**config.mk**
```make
export PLATFORM = sky130hd
export DESIGN_NAME = text_scan_gen_flat
export DESIGN_NICKNAME = d
export VERILOG_FILES = /design/src/rtl/text_scan_gen_if.sv /design/src/rtl/text_scan_gen.sv /design/src/flat_wrapper.sv
export SDC_FILE = /design/constraint.sdc
export NUM_CORES = 1
export LEC_CHECK = 0
export ABC_AREA = 1
export CAP_MARGIN = 20
export CORE_ASPECT_RATIO = 0.75
export CORE_MARGIN = 10
export CORE_UTILIZATION = 57
export CTS_CLUSTER_SIZE = 30
export DETAILED_ROUTE_END_ITERATION = 10
export PLACE_DENSITY = 0.84
export SETUP_SLACK_MARGIN = 0.5
export SLEW_MARGIN = 25
export SYNTH_ARGS = -nofsm -noshare
export SYNTH_HDL_FRONTEND = slang
export SYNTH_SLANG_ARGS = --single-unit
```
**constraint.sdc**
```tcl
create_clock -name clk -period 3.96 [get_ports clk]
set_input_delay 0.792 -clock clk [delete_from_list [all_inputs] [get_ports clk]]
set_output_delay 0.792 -clock clk [all_outputs]
set_load 0.01 [all_outputs]
```
**src/rtl/text_scan_gen_if.sv**
```systemverilog
// Bus bundle between the text-mode scan generator, its text RAM and the ROM stage.
// master: scan generator (drives RAM address and pixel-stage outputs); slave: RAM/ROM side.
// Macro TEXT_CURSOR_EN adds cursor_x/cursor_y (to master) and cursor_on (from master).
interface text_scan_gen_if;
    logic [11:0] vram_addr;
    logic [7:0]  vram_data;
    logic [7:0]  chr_val;
    logic [2:0]  col;
    logic [3:0]  row;
    logic        hsync;
    logic        vsync;
    logic        blank;
    logic        frame_start;
`ifdef TEXT_CURSOR_EN
    logic [6:0]  cursor_x;
    logic [4:0]  cursor_y;
    logic        cursor_on;

    modport master (
        output vram_addr, input vram_data,
        output chr_val, output col, output row,
        output hsync, output vsync, output blank, output frame_start,
        input  cursor_x, input cursor_y, output cursor_on
    );
    modport slave (
        input  vram_addr, output vram_data,
        input  chr_val, input col, input row,
        input  hsync, input vsync, input blank, input frame_start,
        output cursor_x, output cursor_y, input cursor_on
    );
`else
    modport master (
        output vram_addr, input vram_data,
        output chr_val, output col, output row,
        output hsync, output vsync, output blank, output frame_start
    );
    modport slave (
        input  vram_addr, output vram_data,
        input  chr_val, input col, input row,
        input  hsync, input vsync, input blank, input frame_start
    );
`endif
endinterface

```
**src/rtl/text_scan_gen.sv**
```systemverilog
// VGA text-mode scan generator: 640x480@60 timing, 80x30 cell walk, text RAM fetch for the ROM stage.
// Latency: vram_addr 1 cycle, chr_val/col/row 2 cycles, hsync/vsync/blank(/cursor_on) 3 cycles after the counters.
// No backpressure: free-running at the pixel clock; the RAM must return data one cycle after the address.
// Ports: clk, rst_n (async active-low), bus (text_scan_gen_if.master: vram_addr/vram_data, chr_val, col, row,
//        hsync, vsync, blank, frame_start). Optional macro TEXT_CURSOR_EN adds cursor_x, cursor_y, cursor_on.
module text_scan_gen #(
    parameter int H_VIS  = 640,
    parameter int H_FP   = 16,
    parameter int H_SYNC = 96,
    parameter int H_BP   = 48,
    parameter int V_VIS  = 480,
    parameter int V_FP   = 10,
    parameter int V_SYNC = 2,
    parameter int V_BP   = 33,
    parameter int COLS   = 80
) (
    input  logic            clk,
    input  logic            rst_n,
    text_scan_gen_if.master bus
);
    localparam int H_TOT = H_VIS + H_FP + H_SYNC + H_BP;
    localparam int V_TOT = V_VIS + V_FP + V_SYNC + V_BP;

    localparam logic [9:0] H_LAST  = 10'(H_TOT - 1);
    localparam logic [9:0] V_LAST  = 10'(V_TOT - 1);
    localparam logic [9:0] H_VIS_W = 10'(H_VIS);
    localparam logic [9:0] V_VIS_W = 10'(V_VIS);
    localparam logic [9:0] HS_LO   = 10'(H_VIS + H_FP);
    localparam logic [9:0] HS_HI   = 10'(H_VIS + H_FP + H_SYNC - 1);
    localparam logic [9:0] VS_LO   = 10'(V_VIS + V_FP);
    localparam logic [9:0] VS_HI   = 10'(V_VIS + V_FP + V_SYNC - 1);

    // Stage 0: raster counters
    logic [9:0] h_cnt;
    logic [9:0] v_cnt;

    always_ff @(posedge clk or negedge rst_n) begin
        if (!rst_n) begin
            h_cnt <= '0;
            v_cnt <= '0;
        end else if (h_cnt == H_LAST) begin
            h_cnt <= '0;
            v_cnt <= (v_cnt == V_LAST) ? 10'd0 : v_cnt + 10'd1;
        end else begin
            h_cnt <= h_cnt + 10'd1;
        end
    end

    logic        vis0;
    logic        hs0;
    logic        vs0;
    logic [5:0]  cell_row;
    logic [6:0]  cell_col;
    logic [11:0] row_base;
    logic [11:0] addr0;

    assign vis0     = (h_cnt < H_VIS_W) && (v_cnt < V_VIS_W);
    assign hs0      = !((h_cnt >= HS_LO) && (h_cnt <= HS_HI));
    assign vs0      = !((v_cnt >= VS_LO) && (v_cnt <= VS_HI));
    assign cell_row = v_cnt[9:4];
    assign cell_col = h_cnt[9:3];

    // Row base = cell_row * COLS; the 80-column case is a shift-add (64 + 16).
    generate
        if (COLS == 80) begin : g_mul80
            assign row_base = ({6'd0, cell_row} << 6) + ({6'd0, cell_row} << 4);
        end else begin : g_mul
            assign row_base = {6'd0, cell_row} * 12'(COLS);
        end
    endgenerate

    assign addr0 = row_base + {5'd0, cell_col};

    // Stage 1..3 delay lines. Sync/blank reset to their inactive (high) levels
    // so nothing spurious reaches the monitor while the pipe refills.
    logic [11:0] vram_addr_q;
    logic        frame_start_q;
    logic        vis1, vis2;
    logic [2:0]  col1, col2;
    logic [3:0]  row1, row2;
    logic        hs1, hs2, hs3;
    logic        vs1, vs2, vs3;
    logic        blank3;

    always_ff @(posedge clk or negedge rst_n) begin
        if (!rst_n) begin
            vram_addr_q   <= '0;
            frame_start_q <= 1'b0;
            vis1          <= 1'b0;
            vis2          <= 1'b0;
            col1          <= '0;
            col2          <= '0;
            row1          <= '0;
            row2          <= '0;
            hs1           <= 1'b1;
            hs2           <= 1'b1;
            hs3           <= 1'b1;
            vs1           <= 1'b1;
            vs2           <= 1'b1;
            vs3           <= 1'b1;
            blank3        <= 1'b1;
        end else begin
            // Porch cycles park the address at 0 so it never leaves 0..2399.
            vram_addr_q   <= vis0 ? addr0 : 12'd0;
            frame_start_q <= (h_cnt == 10'd0) && (v_cnt == 10'd0);
            vis1          <= vis0;
            col1          <= h_cnt[2:0];
            row1          <= v_cnt[3:0];
            hs1           <= hs0;
            vs1           <= vs0;
            vis2          <= vis1;
            col2          <= col1;
            row2          <= row1;
            hs2           <= hs1;
            vs2           <= vs1;
            blank3        <= !vis2;
            hs3           <= hs2;
            vs3           <= vs2;
        end
    end

    assign bus.vram_addr   = vram_addr_q;
    assign bus.frame_start = frame_start_q;
    // RAM data lands in stage 2; outside the visible area force a space so
    // the ROM address (chr_val-32)<<4 stays in range.
    assign bus.chr_val     = vis2 ? bus.vram_data : 8'h20;
    assign bus.col         = col2;
    assign bus.row         = row2;
    assign bus.hsync       = hs3;
    assign bus.vsync       = vs3;
    assign bus.blank       = blank3;

`ifdef TEXT_CURSOR_EN
    // Cursor: underline on the bottom two pixel rows of the selected cell,
    // blinking with bit 4 of a frame counter (16 frames on, 16 off).
    logic [4:0] frame_cnt;
    logic       cur0, cur1, cur2, cur3;

    assign cur0 = vis0 && (cell_col == bus.cursor_x) && (cell_row == {1'b0, bus.cursor_y})
                  && (v_cnt[3:0] >= 4'd14);

    always_ff @(posedge clk or negedge rst_n) begin
        if (!rst_n) begin
            frame_cnt <= '0;
            cur1      <= 1'b0;
            cur2      <= 1'b0;
            cur3      <= 1'b0;
        end else begin
            if (frame_start_q) begin
                frame_cnt <= frame_cnt + 5'd1;
            end
            cur1 <= cur0;
            cur2 <= cur1;
            cur3 <= cur2 && frame_cnt[4];
        end
    end

    assign bus.cursor_on = cur3;
`endif

endmodule
```
**src/flat_wrapper.sv**
```systemverilog
// flat-port wrapper written by rule: the top's interface ports become plain ports
module text_scan_gen_flat 
#(
    parameter int H_VIS  = 640,
    parameter int H_FP   = 16,
    parameter int H_SYNC = 96,
    parameter int H_BP   = 48,
    parameter int V_VIS  = 480,
    parameter int V_FP   = 10,
    parameter int V_SYNC = 2,
    parameter int V_BP   = 33,
    parameter int COLS   = 80
)
  (clk, rst_n, bus_vram_addr, bus_vram_data, bus_chr_val, bus_col, bus_row, bus_hsync, bus_vsync, bus_blank, bus_frame_start);
  text_scan_gen_if bus_i ();
  input  logic clk;
  input  logic rst_n;
  output wire logic [$bits(bus_i.vram_addr)-1:0] bus_vram_addr;
  input wire logic [$bits(bus_i.vram_data)-1:0] bus_vram_data;
  output wire logic [$bits(bus_i.chr_val)-1:0] bus_chr_val;
  output wire logic [$bits(bus_i.col)-1:0] bus_col;
  output wire logic [$bits(bus_i.row)-1:0] bus_row;
  output wire logic [$bits(bus_i.hsync)-1:0] bus_hsync;
  output wire logic [$bits(bus_i.vsync)-1:0] bus_vsync;
  output wire logic [$bits(bus_i.blank)-1:0] bus_blank;
  output wire logic [$bits(bus_i.frame_start)-1:0] bus_frame_start;
  assign bus_vram_addr = bus_i.vram_addr;
  assign bus_i.vram_data = bus_vram_data;
  assign bus_chr_val = bus_i.chr_val;
  assign bus_col = bus_i.col;
  assign bus_row = bus_i.row;
  assign bus_hsync = bus_i.hsync;
  assign bus_vsync = bus_i.vsync;
  assign bus_blank = bus_i.blank;
  assign bus_frame_start = bus_i.frame_start;
  text_scan_gen #(.H_VIS(H_VIS), .H_FP(H_FP), .H_SYNC(H_SYNC), .H_BP(H_BP), .V_VIS(V_VIS), .V_FP(V_FP), .V_SYNC(V_SYNC), .V_BP(V_BP), .COLS(COLS)) u_core (.clk(clk), .rst_n(rst_n), .bus(bus_i));
endmodule
```
Yosys cells after proc, flatten, opt, wreduce, memory -nomap -nowiden --
Index checks and enable logic that the tools add are counted.
Storage, ports and cells: output and inout bits 31, flip-flop bits (word level) 56, word-level logic and storage cells 42
Cells by class: equal/unequal tests 2, mux-type cells 4, reductions and logical operators 9, $add $sub $neg 4, $lt $le $gt $ge 6
Operators by type and width (count):
- $add A10 B1 Y10 const B | 2
- $eq A10 B10 Y1 const B | 2
- $logic_not A10 Y1 | 2
- $mux W10 | 2
- $add A12 B10 Y12 | 1
- $add A12 B7 Y12 | 1
- $mux W12 | 1
- $ge A10 B10 Y1 const B | 1
- $ge A10 B9 Y1 const B | 1
- $le A10 B10 Y1 const B | 1
- $le A10 B9 Y1 const B | 1
- $lt A10 B10 Y1 const B | 1
- $lt A10 B9 Y1 const B | 1
- $mux W8 | 1
- $logic_and A1 B1 Y1 | 4
- $logic_not A1 Y1 | 3

Logic depth before layout (Yosys ltp) --
depth in word-level cells 3, depth in mapped cells 11, depth with buffers taken out 11

Worst setup path before layout --
OpenSTA, ideal clock, no wires.
path kind register to register, from register u_core.v_cnt[4], to register u_core.vram_addr_q[11], in the netlist u_core.bus.vram_addr[11], setup slack 1.995 ns, arrival time 1.894 ns, library setup time 0.071 ns, path buffers 0, stages on the path, launching flop included 11, clock period less this slack 1.965 ns, path through dfrtp_1 -> inv_1 -> fa_1 -> fa_1 -> inv_1 -> nand3_1 -> nand2_1 -> nand2_1 -> nand2_1 -> a21oi_1 -> nor2_1
Between the ends: longest elaborated chain between the ends 3, elaborated cells between the ends (all ways) 5, classes of those cells 2 x add/sub; 1 x order compare; 1 x mux; 1 x reduce/logical
Ends and longest elaborated chain:
- from (decl) | line text_scan_gen.sv:35 | logic [9:0] v_cnt;
- from (signal assigned) | line text_scan_gen.sv:43 | v_cnt <= (v_cnt == V_LAST) ? 10'd0 : v_cnt + 10'd1;
- $add A12 B10 Y12 / $lt A10 B9 Y1 (equally long branches) | line text_scan_gen.sv:66, text_scan_gen.sv:57
- $add A12 B7 Y12 / $logic_and A1 B1 Y1 (equally long branches) | line text_scan_gen.sv:72, text_scan_gen.sv:57
- $mux W12 (*) | line text_scan_gen.sv:104 | vram_addr_q <= vis0 ? addr0 : 12'd0;
- to (signal assigned) | line text_scan_gen.sv:104
- to (decl) | line text_scan_gen.sv:76 | logic [11:0] vram_addr_q;
Mark *: on every way between the ends. The rest lies on a longest branch, timed or not. A chain may end at the register's enable or synchronous reset.

Worst setup path in the final report --
from input bus_vram_data[5], to output bus_chr_val[5]
Between the ends: longest elaborated chain between the ends 1
Ends and longest elaborated chain:
- from (decl) | line flat_wrapper.sv:19 | input wire logic [$bits(bus_i.vram_data)-1:0] bus_vram_data;
- $mux W8 | line text_scan_gen.sv:126 | assign bus.chr_val = vis2 ? bus.vram_data : 8'h20;
- to (decl) | line flat_wrapper.sv:20 | output wire logic [$bits(bus_i.chr_val)-1:0] bus_chr_val;
No other way between the ends.

==> results.txt <==
* Die outline height: 78.3 um
- Synthesized netlist net count: 300
- Count of synthesis-stage warnings from yosys: 0
- For this run, design rule violations remaining after detail routing come to 0.
- In this run the clock root is driven by a clkbuf_8.
- Global routing used around 15% of the available tracks.
* Routed vias/inst: 5.27
* Post-synthesis share of cell area spent on and, or, nand and nor gates: 20.9%
* Fraction of the mapped netlist area in adder cells: a little under a tenth
* Hold bufs inserted after CTS: 0
- For this run, the post-layout net count is 345.
- Buffer count from post-CTS setup fixing: 0
* Cell Pwr Density: 297 mW/mm2
* Resized cells post-CTS: 0
- Tracing the worst setup path back leads to its startpoint at bus_vram_data[5].
- The final route contains 1978 vias.
- Max-slew violation count: 0
- The run finished with clean final reports.
- DP HPWL: 4230 um
* Setup slack of the worst register-to-register path: 1.69 ns
* Weighted congestion reported at the end of routability-driven placement: 0.865
- Fraction of the mapped netlist area in compound gates: 5.38%
* Die X: 97.7 um
* Clock insertion delay at the later pin of the skew report: roughly 0.32 ns
* Series of cell instances along the critical path: clkdlybuf4s50_1, or2_2, clkdlybuf4s50_1
* CTS tree: done
- Static timing analysis puts the maximum clock frequency at 0.360 GHz.
- Startpoint of the worst-slack reg-to-reg timing path: u_core.v_cnt[4]$_DFFE_PN0N_
* Required time worst endpoint: roughly 3.2 ns
- Area growth from synthesis to final layout: 21.0%
- Layout cell share with drive strength beyond 1: under 10%
- Routed wire length: about 5500 um
- Category of the critical setup timing path: input port to output pin
- Number of register bits inferred by synthesis: 56
* Total leakage power: 1.54 nW
- Number of port buffers: 40
* Area contributors post-synth: dfrtp_1 48%, ha_1 7.8%, dfstp_2 7.1%
- Number of clock buffers inserted by TritonCTS: 5
- The clock period could shrink to 2.78 ns.
* Synthesized instance count: 272
* Ratio of final minimum period to clock period: 70.1%
- Worst setup path end: bus_chr_val[5]
- On the critical path, the stage with the largest delay is an instance of clkdlybuf4s50_1.
* Class of the most critical hold timing path: flip-flop to flip-flop
* Clock Pin Slew Worst Setup and Hold Paths: 0.11 ns
- Effective utilization at floorplan: 58.4%
* Antenna diode count: 0
- Grt total ovfl: 0
- The tool flagged a number of max-cap violations equal to 0.
* Clock tree skew after final layout: 0.00904 ns
- In this run the critical register-to-register path is captured at u_core.bus.vram_addr[11]$_DFF_PN0_.
- Final Core Density: 70.7%
- Netlist area before placement: between 0.002 and 0.003 mm2
- For this block, the initial DRC count from the detailed router was 126.
- Transition time of the tightest slew-check pin: roughly 0.84 ns
- Of the synthesized area, sequential elements account for 54.7%.
* Critical path's largest stage delay: approximately 0.48 ns
- Data arrives at the worst endpoint at ~2 ns.
* Summed negative setup slack over all endpoints: 0 ns
- The largest total area in the synthesized netlist belongs to dfrtp_1.
- Worst IR Drop VDD: 238 uV
* Vias in the first global route: between 1500 and 2000
- Logic depth of the worst register-to-register path: 10
- Row count: 21
- Multiplexer share of the synthesized area: 0%
* Final setup viols: 0
- By instance count, the cell type seen most on the critical path is clkdlybuf4s50_1.
- The final hold violation count was 0.
* Longest Clk Path Bufs: 2
- Worst slew margin relative to its limit: approximately 44%
- XOR/XNOR Fraction of Synth Area: just over 2%
- Number of placed instances with taps included: 367
* Combinational family with the most area after synthesis: simple AND/OR/NAND/NOR gates
* Core area: 0.00441 mm2
* Synth cell types: 31
- In this run the remaining antenna-violating nets after routing total 0.
* Initial antenna violation count: 0
* Register Area: between 0.001 and 0.0015 mm2
* Non-filler cells in the finished layout: 375
* Largest net degree at the start of global routing: 41
- In this run the biggest area consumer among cell types represents 47.5% of the synthesized area.
* Unrepaired setup endpoints after global routing: no
- 41 I/O pins were placed.
- Sort of element at the start of the critical path: input port
- The floorplan step defined a die boundary enclosing between 0.007 and 0.008 mm2.
* Area of the multi-input gates: 971 um2
- Along the worst path, the maximum fanout reaches 1.
- Mean area per synthesized cell: 9.49 um2
- After detailed routing, the average wire length per cell comes to 14.7 um.
- Endpoint type of the worst setup path: output pin
* Iteration count of the initial detailed-routing pass: 5
* Number of filler instances in the final layout: roughly 330
- Depth of the CTS H-tree: 2
- CTS saw 56 sinks.
* Global-route wire length before repair: 9390 um
-- worst max-delay path, delay by kind of cell --
family,cells,cell delay (ns)
buffers and inverters,2,0.89
and+or+nand+nor,1,0.30
-- synth_stat cells (all sizes together) --
master	instances
nand4	9
xor2	5
o211ai	1
or2	1
dfrtp	49
xnor2	1
buf	2
nor4	1
nor2	34
o31ai	1
nand3	15
ha	16
fa	2
dfstp	7
a21oi	10
o21ai	14
nand2	47
nand3b	2
nor3	7
clkbuf	1
inv	47
-- report_power, final --
part	internal (mW)	leakage [nW]	switching [mW]
sequential	0.572	0.709	0
clock	0.126	0.0445	0.195
combinational	0.0163	0.787	0.0179
total	0.714	1.54	0.213
-- cell usage in the layout, fill, tap and decap left out, drive strengths merged, types with 2 or more instances in the layout --
cell	Yosys	routed
xor2	5	5
a21oi	10	10
nor2	34	34
clkdlybuf4s50	0	39
ha	16	16
dfstp	7	7
nand3	15	15
nand2	47	47
nor3	7	7
clkbuf	1	5
nand3b	2	2
inv	47	48
fa	2	2
nand4	9	9
buf	2	2
o21ai	14	14
dfrtp	49	49
-- layout make-up --
class	instances	share of cell area [%]
Clock buffer	5	2.20
Clock inverter	3	0.681
Inverter	47	5.65
Multi-Input combinational cell	166	31.1
Sequential cell	56	45.2
Tap cell	57	2.28
Timing Repair Buffer	41	12.9
-- worst min-delay path by stage --
| stage | end | start | cells after the start |
|---|---|---|---|
| final | u_core.vs2$_DFF_PN1_ | u_core.vs1$_DFF_PN1_ | 0 |
| after global routing | u_core.vs2$_DFF_PN1_ | u_core.vs1$_DFF_PN1_ | 0 |
| after CTS | u_core.vs2$_DFF_PN1_ | u_core.vs1$_DFF_PN1_ | 0 |
| after detailed placement | u_core.bus.col[1]$_DFF_PN0_ | u_core.col1[1]$_DFF_PN0_ | 0 |
| after global placement | u_core.vis2$_DFF_PN0_ | u_core.vis1$_DFF_PN0_ | 0 |
| after floorplan | u_core.bus.col[0]$_DFF_PN0_ | u_core.col1[0]$_DFF_PN0_ | 0 |
-- sequential cells by signal (all words and copies together) (netlist names) --
signal,cells
u_core.bus.blank,1
u_core.bus.vsync,1
u_core.bus.vram_addr,12
u_core.v_cnt,10
u_core.col1,3
u_core.vis2,1
u_core.hs1,1
u_core.vs1,1
u_core.row1,4
u_core.bus.hsync,1
u_core.bus.row,4
u_core.vis1,1
u_core.bus.col,3
u_core.bus.frame_start,1
u_core.hs2,1
u_core.h_cnt,10
u_core.vs2,1
-- cell families after synthesis --
family,count (synthesis)
AOI/OAI and AO/OA,26
xor gates and xnor gates,6
adders and majority gates,18
buffers and inverters,50
DFF,56
and+or+nand+nor,116
-- layer usage --
layer  routed length (um)  vias to the layer above  GRT usage, %  share of wire, %
met3                  445                        5          5.16               8.1
met1                 2630                      938          20.6                48
met2                 2380                       81          22.2                43
met5                    0                        -             0                 0
li1                     -                      954             -                 -
met4                   48                        0          3.62              0.87
-- stage by stage --
stage | hold slack (ns) | power [mW] | setup slack, ns | cell area [um2]
floorplan | 0.331 | 0.589 | 2.00 | 2580
global placement | 0.334 | 0.617 | 1.21 | 3030
detailed placement | 0.335 | 0.618 | 1.19 | 3030
CTS | 0.358 | 0.935 | 1.18 | 3120
global route | 0.359 | 0.960 | 1.15 | 3120
finish | 0.354 | 0.928 | 1.18 | 3120
No activity file was read; power rests on OpenSTA's default activity.
